$ cat src/rtl/mem_bus_arbiter.sv
`default_nettype none
// ============================================================================
//  Module   : mem_bus_arbiter
//  Purpose  : Two-port (instruction fetch / load-store) arbiter onto a single
//             shared memory bus with one outstanding transaction, data
//             priority, fetch anti-starvation and pipeline-flush handling.
//  Revision : 1.0 - initial release
// ============================================================================
module mem_bus_arbiter #(
  parameter int unsigned STARVE_MAX = 3
) (
  input  logic        clk,
  input  logic        resetn,
  input  logic        flush,

  // Instruction-fetch port
  input  logic        if_req,
  input  logic [31:0] if_addr,
  output logic [31:0] if_rdata,
  output logic        if_ack,

  // Load/store port
  input  logic        data_req,
  input  logic        data_we,
  input  logic [3:0]  data_sel,
  input  logic [31:0] data_addr,
  input  logic [31:0] data_wdata,
  output logic [31:0] data_rdata,
  output logic        data_ack,

  // Shared memory bus
  output logic        mem_req,
  output logic        mem_we,
  output logic [3:0]  mem_sel,
  output logic [31:0] mem_addr,
  output logic [31:0] mem_wdata,
  input  logic [31:0] mem_rdata,
  input  logic        mem_ack,

  // Pipeline stall requests
  output logic        stallreq_if,
  output logic        stallreq_data
);

  // Counter wide enough to hold STARVE_MAX (at least one bit).
  localparam int unsigned        c_CNT_W      = (STARVE_MAX < 1) ? 1 : $clog2(STARVE_MAX + 1);
  localparam logic [c_CNT_W-1:0] c_STARVE_MAX = c_CNT_W'(STARVE_MAX);

  typedef enum logic [2:0] {
    IDLE      = 3'd0,
    BUSY_IF   = 3'd1,
    BUSY_DATA = 3'd2,
    DRAIN     = 3'd3,
    RESP_IF   = 3'd4,
    RESP_DATA = 3'd5
  } state_t;

  state_t               r_state;
  state_t               w_state_nxt;

  logic [c_CNT_W-1:0]   r_starve_cnt;
  logic                 r_mem_req;
  logic                 r_mem_we;
  logic [3:0]           r_mem_sel;
  logic [31:0]          r_mem_addr;
  logic [31:0]          r_mem_wdata;
  logic [31:0]          r_if_rdata;
  logic [31:0]          r_data_rdata;

  logic                 w_fetch_ok;
  logic                 w_starved;
  logic                 w_grant_if;
  logic                 w_grant_data;
  logic                 w_ld_if_rdata;
  logic                 w_ld_data_rdata;
  logic                 w_mem_req_clr;

  // A fetch may only be granted when no flush is cancelling fetch traffic.
  assign w_fetch_ok = if_req & ~flush;
  // Fetch has waited through the maximum number of consecutive data grants.
  assign w_starved  = (r_starve_cnt == c_STARVE_MAX);

  // FSM state register.
  always_ff @(posedge clk or negedge resetn) begin
    if (!resetn) begin
      r_state <= IDLE;
    end else begin
      r_state <= w_state_nxt;
    end
  end

  // FSM next-state and per-cycle control strobes.
  always_comb begin
    w_state_nxt     = r_state;
    w_grant_if      = 1'b0;
    w_grant_data    = 1'b0;
    w_ld_if_rdata   = 1'b0;
    w_ld_data_rdata = 1'b0;
    w_mem_req_clr   = 1'b0;

    case (r_state)
      IDLE: begin
        // Data wins unless fetch has been starved; a flushed fetch never wins.
        if (w_fetch_ok && (!data_req || w_starved)) begin
          w_grant_if  = 1'b1;
          w_state_nxt = BUSY_IF;
        end else if (data_req) begin
          w_grant_data = 1'b1;
          w_state_nxt  = BUSY_DATA;
        end
      end

      BUSY_IF: begin
        if (mem_ack) begin
          w_mem_req_clr = 1'b1;
          // A flush arriving with the bus ack simply discards the response.
          if (flush) begin
            w_state_nxt = IDLE;
          end else begin
            w_ld_if_rdata = 1'b1;
            w_state_nxt   = RESP_IF;
          end
        end else if (flush) begin
          // The bus transaction cannot be aborted; wait it out silently.
          w_state_nxt = DRAIN;
        end
      end

      BUSY_DATA: begin
        if (mem_ack) begin
          w_mem_req_clr   = 1'b1;
          // Stores must not disturb the last load result.
          w_ld_data_rdata = ~r_mem_we;
          w_state_nxt     = RESP_DATA;
        end
      end

      DRAIN: begin
        if (mem_ack) begin
          w_mem_req_clr = 1'b1;
          w_state_nxt   = IDLE;
        end
      end

      RESP_IF:   w_state_nxt = IDLE;
      RESP_DATA: w_state_nxt = IDLE;

      default:   w_state_nxt = IDLE;
    endcase
  end

  // Anti-starvation counter: counts data grants that overtook a waiting fetch.
  always_ff @(posedge clk or negedge resetn) begin
    if (!resetn) begin
      r_starve_cnt <= '0;
    end else if (w_grant_if) begin
      r_starve_cnt <= '0;
    end else if (w_grant_data && if_req && !w_starved) begin
      r_starve_cnt <= r_starve_cnt + 1'b1;
    end
  end

  // Bus request: raised on a grant, held until the bus acknowledges.
  always_ff @(posedge clk or negedge resetn) begin
    if (!resetn) begin
      r_mem_req <= 1'b0;
    end else if (w_grant_if || w_grant_data) begin
      r_mem_req <= 1'b1;
    end else if (w_mem_req_clr) begin
      r_mem_req <= 1'b0;
    end
  end

  // Bus command fields: captured from the winning port, frozen until next grant.
  always_ff @(posedge clk or negedge resetn) begin
    if (!resetn) begin
      r_mem_we    <= 1'b0;
      r_mem_sel   <= 4'h0;
      r_mem_addr  <= 32'h0;
      r_mem_wdata <= 32'h0;
    end else if (w_grant_if) begin
      r_mem_we    <= 1'b0;
      r_mem_sel   <= 4'hF;
      r_mem_addr  <= if_addr;
      r_mem_wdata <= 32'h0;
    end else if (w_grant_data) begin
      r_mem_we    <= data_we;
      r_mem_sel   <= data_sel;
      r_mem_addr  <= data_addr;
      r_mem_wdata <= data_wdata;
    end
  end

  // Per-port read data: updated only by a completed response to that port.
  always_ff @(posedge clk or negedge resetn) begin
    if (!resetn) begin
      r_if_rdata   <= 32'h0;
      r_data_rdata <= 32'h0;
    end else begin
      if (w_ld_if_rdata) begin
        r_if_rdata <= mem_rdata;
      end
      if (w_ld_data_rdata) begin
        r_data_rdata <= mem_rdata;
      end
    end
  end

  // Acks are decoded from the response states; flush masks a fetch response.
  assign if_ack        = (r_state == RESP_IF) & ~flush;
  assign data_ack      = (r_state == RESP_DATA);

  assign stallreq_if   = if_req   & ~if_ack;
  assign stallreq_data = data_req & ~data_ack;

  assign if_rdata      = r_if_rdata;
  assign data_rdata    = r_data_rdata;

  assign mem_req       = r_mem_req;
  assign mem_we        = r_mem_we;
  assign mem_sel       = r_mem_sel;
  assign mem_addr      = r_mem_addr;
  assign mem_wdata     = r_mem_wdata;

endmodule
`default_nettype wire

$ cat config.mk
export PLATFORM = sky130hd
export DESIGN_NAME = mem_bus_arbiter
export DESIGN_NICKNAME = d
export VERILOG_FILES = /design/src/rtl/mem_bus_arbiter.sv
export SDC_FILE = /design/constraint.sdc
export NUM_CORES = 1
export LEC_CHECK = 0
export BUFFER_PORTS_ARGS = -buffer_cell sky130_fd_sc_hd__buf_4
export CAP_MARGIN = 0
export CORE_MARGIN = 3
export CORE_UTILIZATION = 41
export CTS_CLUSTER_DIAMETER = 60
export DETAILED_ROUTE_END_ITERATION = 8
export GPL_TIMING_DRIVEN = 1
export PLACE_DENSITY = 0.76
export REMOVE_ABC_BUFFERS = 1
export SLEW_MARGIN = 20
export SYNTH_ARGS = -nofsm -noshare
export SYNTH_HDL_FRONTEND = slang
export SYNTH_SLANG_ARGS = --single-unit
$ cat constraint.sdc
create_clock -name clk -period 1.7 [get_ports clk]
set_clock_uncertainty 0.1 [all_clocks]
set_input_delay 0.17 -clock clk [delete_from_list [all_inputs] [get_ports clk]]
set_output_delay 0.17 -clock clk [all_outputs]
set_load 0.02 [all_outputs]
-- Word level (Yosys, flattened, before mapping)
Index checks and enable logic that the tools add are counted.
- flip-flop bits (word level): 139
- bits of input ports: 139
- output and inout port bits: 138
- logic and storage cells: 73
- $add $sub $neg: 1
- equality and inequality tests: 10
- multiplexer cells: 32
- bitwise operators: 8
- reductions and logical operators: 13
- operators by type and width (cell ; number):
    $mux W32 ; 4
    $mux W3 ; 7
    $mux W1 ; 16
    $pmux W3 S4 ; 1
    $mux W4 ; 2
    $eq A3 B2 Y1 const B ; 2
    $eq A3 B3 Y1 const B ; 2
    $ne A3 B3 Y1 const B ; 2
    $reduce_bool A2 Y1 ; 3
    $and A1 B1 Y1 ; 4
    $mux W2 ; 2
    $ne A2 B2 Y1 const B ; 2
    $not A1 Y1 ; 4
    $reduce_and A4 Y1 ; 1
    $eq A3 B1 Y1 const B ; 1
    $logic_and A1 B1 Y1 ; 3
    $logic_not A3 Y1 ; 1
    $reduce_or A3 Y1 ; 1
    $add A2 B1 Y2 const B ; 1
    $eq A2 B2 Y1 const B ; 1
    $logic_not A1 Y1 ; 2
    $logic_or A1 B1 Y1 ; 2

-- Logic depth before layout (Yosys ltp)
- depth after elaboration: 9
- gate-level depth with buffers: 7
- depth with buffers taken out: 5

-- Worst setup path after synthesis
OpenSTA, ideal clock, no wires.
- kind: register to register
- from: register r_state[0]
- to: register r_data_rdata[21] (netlist: data_rdata[21])
- setup time: 0.125 ns
- arrival: 1.492 ns
- required time: 1.475 ns
- path slack: -0.017 ns
- cell stages (with the launch flop): 6
- buffers on the path: 2
- cell sequence: dfrtp_1 -> buf_2 -> nand2b_1 -> nor3_2 -> buf_2 -> mux2_2
- longest elaborated chain between the ends: 2
- RTL lines (what ; line ; source):
    start, declared ; 58 ; state_t r_state;
    start signal, assigned ; 88 ; r_state <= w_state_nxt;
    $eq A3 B2 Y1 ; 101 ; case (r_state)
    $mux W1 ; 101 ;
    end signal, assigned ; 204 ; r_data_rdata <= mem_rdata;
    end, declared ; 68 ; logic [31:0] r_data_rdata;
Every way passes these cells.
A chain may end at the register's enable or synchronous reset.

-- Worst setup path in the final report
- from: register r_state[1]
- to: register r_if_rdata[0] (netlist: if_rdata[0])
- longest elaborated chain between the ends: 2
- RTL lines (what ; line ; source):
    $eq A3 B1 Y1 ; 101 ;
    $mux W1 ; 101 ;
    end signal, assigned ; 201 ; r_if_rdata <= mem_rdata;
    end, declared ; 67 ; logic [31:0] r_if_rdata;
Every way passes these cells.

==> impl_metrics.json <==
{
  "rsz0062_at_grt": "true",
  "crit-reg2reg-launch": "r_state[1]$_DFFE_PN0P_",
  "hold_slack_ns": 0.0209,
  "ys.warnings.count": 0,
  "hold_viol": 0,
  "ir_drop_uv": 887,
  "cp_cell_sequence": "buf_6 > nand3b_1 > or2_4 > buf_16 > mux2_2",
  "grt_pass1_vias": 6099,
  "required_ns": 1.90,
  "final_cell_area_sq_um": 10700,
  "netlist_area_sq_um": 5560,
  "start_util": 0.430,
  "viasPerCell": 5.51,
  "period_needed_ns": 1.89,
  "arrival_ns": 2.09,
  "io_pins": 277,
  "violations": "negative setup slack",
  "num-fill-cells": 652,
  "grt_pass1_wl_um": 34000,
  "timing.reg2reg.setup_slack_ns": -0.19,
  "outcome": "finished, violations left",
  "rows": 41,
  "worstSkewPairLatency_ns": 0.42,
  "power_mw": 20.5,
  "synth_xor_xnor_area_share": 0,
  "yosys.area_share.adder": 0.00225,
  "drc": 0,
  "drt_iter0_markers": 449,
  "synth-simple-area-share": 0.0720,
  "fp.dieH_um": 122,
  "critPathCaptureType": "flip-flop",
  "synth_cells": 442,
  "startpoint_type": "flip-flop",
  "cts_tree": "yes",
  "ys_types": 35,
  "setup_viol": 102,
  "min_path_type": "input port to flip-flop",
  "r2r_cells": 5,
  "dieArea_sq_um": 15000,
  "core_sq_um": 12900,
  "max_freq_mhz": 528,
  "firstDrtPassIters": 5,
  "h-tree-depth": 4,
  "fp.dieW_um": 122,
  "root_buffer": "clkbuf_16",
  "p_per_area_nw_per_um2": 1910,
  "cpPeakStageDelay_ns": 0.44,
  "grt.overflow.total": 0,
  "critical_path_class": "flip-flop to flip-flop",
  "worstPathMaxFanout": 16,
  "slew_viol_final": 0,
  "drv_cap": 0,
  "place_area_sq_um": 7900,
  "pre_cts_slack_ns": -0.242,
  "layout_worst_path_cycle_share": 1.11,
  "vias": 5979,
  "cts_made_buffers": 17,
  "detail-route-antenna-nets": 0,
  "worst_pin_slew_ns": 0.504,
  "finalNetCount": 1039,
  "slowest_stage": "dfrtp_2",
  "worst_slack_ns": -0.194,
  "syn_area_per_cell_sq_um": 12.6,
  "grt_start_max_net_pins": 66,
  "p_leak_nw": 5.15,
  "worstHoldEndpoint": "r_starve_cnt[1]$_DFFE_PN0P_",
  "dp_hpwl_um": 11700,
  "gp_congestion": 0.817,
  "clk_pin_slew_ns": 0.06,
  "clockBufferDepth": 2,
  "synthMuxAreaShare": 0.130,
  "syn_to_final_growth_pct": 92.5,
  "drive_gt1_frac": 0.505,
  "routedWlPerCell_um": 23.5,
  "cts.sinks": 139,
  "min_path_cells": 3,
  "routed_wl_um": 25500,
  "ys_seq_area_frac": 0.626,
  "reg2reg_to": "if_rdata[0]$_DFFE_PN0P_",
  "synth_top_family_by_area": "compound AO/OA/AOI/OAI gates",
  "antenna_found_initial": 0,
  "max_slew_margin": 0.663,
  "hp-start": "if_req",
  "synth_compound_area_frac": 0.134,
  "grt_usage": 0.297,
  "io_buffers": 276,
  "synth_seq_cells": 139
}
[layout make-up]
| cell class | count | area (sq um) | share of cell area |
|---|---|---|---|
| antenna | 3 | 7.51 | 0.000701 |
| clock inverter | 10 | 119 | 0.0111 |
| multi-input combinational | 272 | 2110 | 0.197 |
| inverter | 3 | 11.3 | 0.00105 |
| clock buffer | 21 | 450 | 0.0421 |
| sequential | 139 | 3480 | 0.325 |
| tap | 172 | 215 | 0.0201 |
| timing repair buffer | 466 | 4310 | 0.403 |
[cell usage after synthesis]
master      n  area share
a22o_1     33       0.052
o41ai_1     1      0.0016
a221oi_1    1      0.0016
ha_1        1      0.0023
dfrtp_1   139        0.63
nor3_2      1      0.0018
o21a_1      1      0.0014
or2_1       1      0.0011
clkbuf_1    4      0.0027
buf_4       6      0.0081
mux2_2     59        0.12
buf_2      15       0.014
nand2b_1    3      0.0034
nor2_1     34       0.023
o32ai_1     1      0.0016
inv_2       1     0.00067
mux2_1      5       0.010
buf_6       5       0.010
o21ai_0     2      0.0018
o21ai_2     1      0.0016
nor2_4      1      0.0020
or2_2       1      0.0011
nor2b_1     3      0.0034
nor3b_1     1      0.0014
o31ai_1     2      0.0027
inv_1       2      0.0014
and2_1      1      0.0011
a21oi_1    69       0.062
nand3b_1    2      0.0027
nand2_1    37       0.025
nand3_1     1     0.00090
o21bai_1    1      0.0014
o22a_1      4      0.0063
nor3_4      1      0.0029
and3_1      2      0.0023
[layout by cell type, fill, tap and decap left out, types with 18 or more instances in the layout]
master | netlist | final
a21oi_1 | 69 | 51
a21oi_2 | 0 | 18
a22o_1 | 33 | 33
buf_4 | 6 | 288
clkbuf_16 | 0 | 26
dfrtp_1 | 139 | 137
dlygate4sd3_1 | 0 | 135
mux2_2 | 59 | 48
nand2_1 | 37 | 35
nor2_1 | 34 | 33
[metal layers]
layer,wire length [um],GRT usage,vias up
met3,2510,0.0839,98
met5,0,0,-
met1,9140,0.344,2955
li1,-,-,2487
met2,12900,0.514,439
met4,962,0.132,0
[metrics by stage]
| step | TNS [ns] | util | std cells |
|---|---|---|---|
| 2_1_floorplan | -81.04 | - | 412 |
| 3_3_place_gp | -6.51 | 0.611 | 877 |
| 3_5_place_dp | -7.68 | 0.611 | 877 |
| 4_1_cts | -1.35 | 0.793 | 1065 |
| 5_1_grt | -15.58 | 0.827 | 1083 |
| 6_report | -11.09 | 0.828 | 1086 |
[worst max-delay path: cells and delay by family (launching register included)]
family,cells,cell delay (ns)
multiplexers,1,0.29
flip-flops,1,0.44
buffers and inverters,2,0.33
AND/OR/NAND/NOR,2,0.61
[sequential cells by signal, summed over array words and instances, names as in the netlist]
| signal | count |
|---|---|
| mem_addr | 32 |
| mem_wdata | 32 |
| if_rdata | 32 |
| mem_sel | 4 |
| mem_we | 1 |
| data_rdata | 32 |
| r_state | 3 |
| r_starve_cnt | 2 |
| mem_req | 1 |
[cells by family (layout without fill, tap and decap cells)]
family	count (synthesis)	count (layout)
AOI/OAI and AO/OA	116	117
adders and majority gates	1	1
buffers and inverters	33	500
DFF	139	139
muxes	64	64
other	0	3
and+or+nand+nor	89	90
[power breakdown]
| group | total, mW | switching (mW) | internal, mW | leakage [nW] |
|---|---|---|---|---|
| registers | 6.16 | 1.20 | 4.96 | 1.65 |
| clock network | 3.65 | 1.45 | 2.19 | 0.270 |
| logic | 10.6 | 5.47 | 5.18 | 3.22 |
| total | 20.5 | 8.12 | 12.3 | 5.15 |
[how the worst max path moves through the flow]
stage,startpoint,to,slack [ns]
after floorplan,r_state[0]$_DFFE_PN0P_,data_rdata[0]$_DFFE_PN0P_,-0.87
after global placement,r_starve_cnt[0]$_DFFE_PN0P_,mem_wdata[16]$_DFFE_PN0P_,-0.20
after detailed placement,r_starve_cnt[0]$_DFFE_PN0P_,mem_wdata[26]$_DFFE_PN0P_,-0.24
after CTS,r_state[1]$_DFFE_PN0P_,stallreq_data,-0.06
after global routing,r_state[1]$_DFFE_PN0P_,mem_wdata[1]$_DFFE_PN0P_,-0.20
final,r_state[1]$_DFFE_PN0P_,if_rdata[0]$_DFFE_PN0P_,-0.19
[timing repair]
item / 4_1_cts / 5_1_grt
hold endpoints to repair: 180 / 2
setup endpoints to repair: 92 / 138
gates resized for setup: 35 / 45
cloned: 7 / 13
setup buffers: 17 / 7
pin swaps: 20 / 30
hold buffers: 133 / 2
No activity file was read; power rests on OpenSTA's default activity.
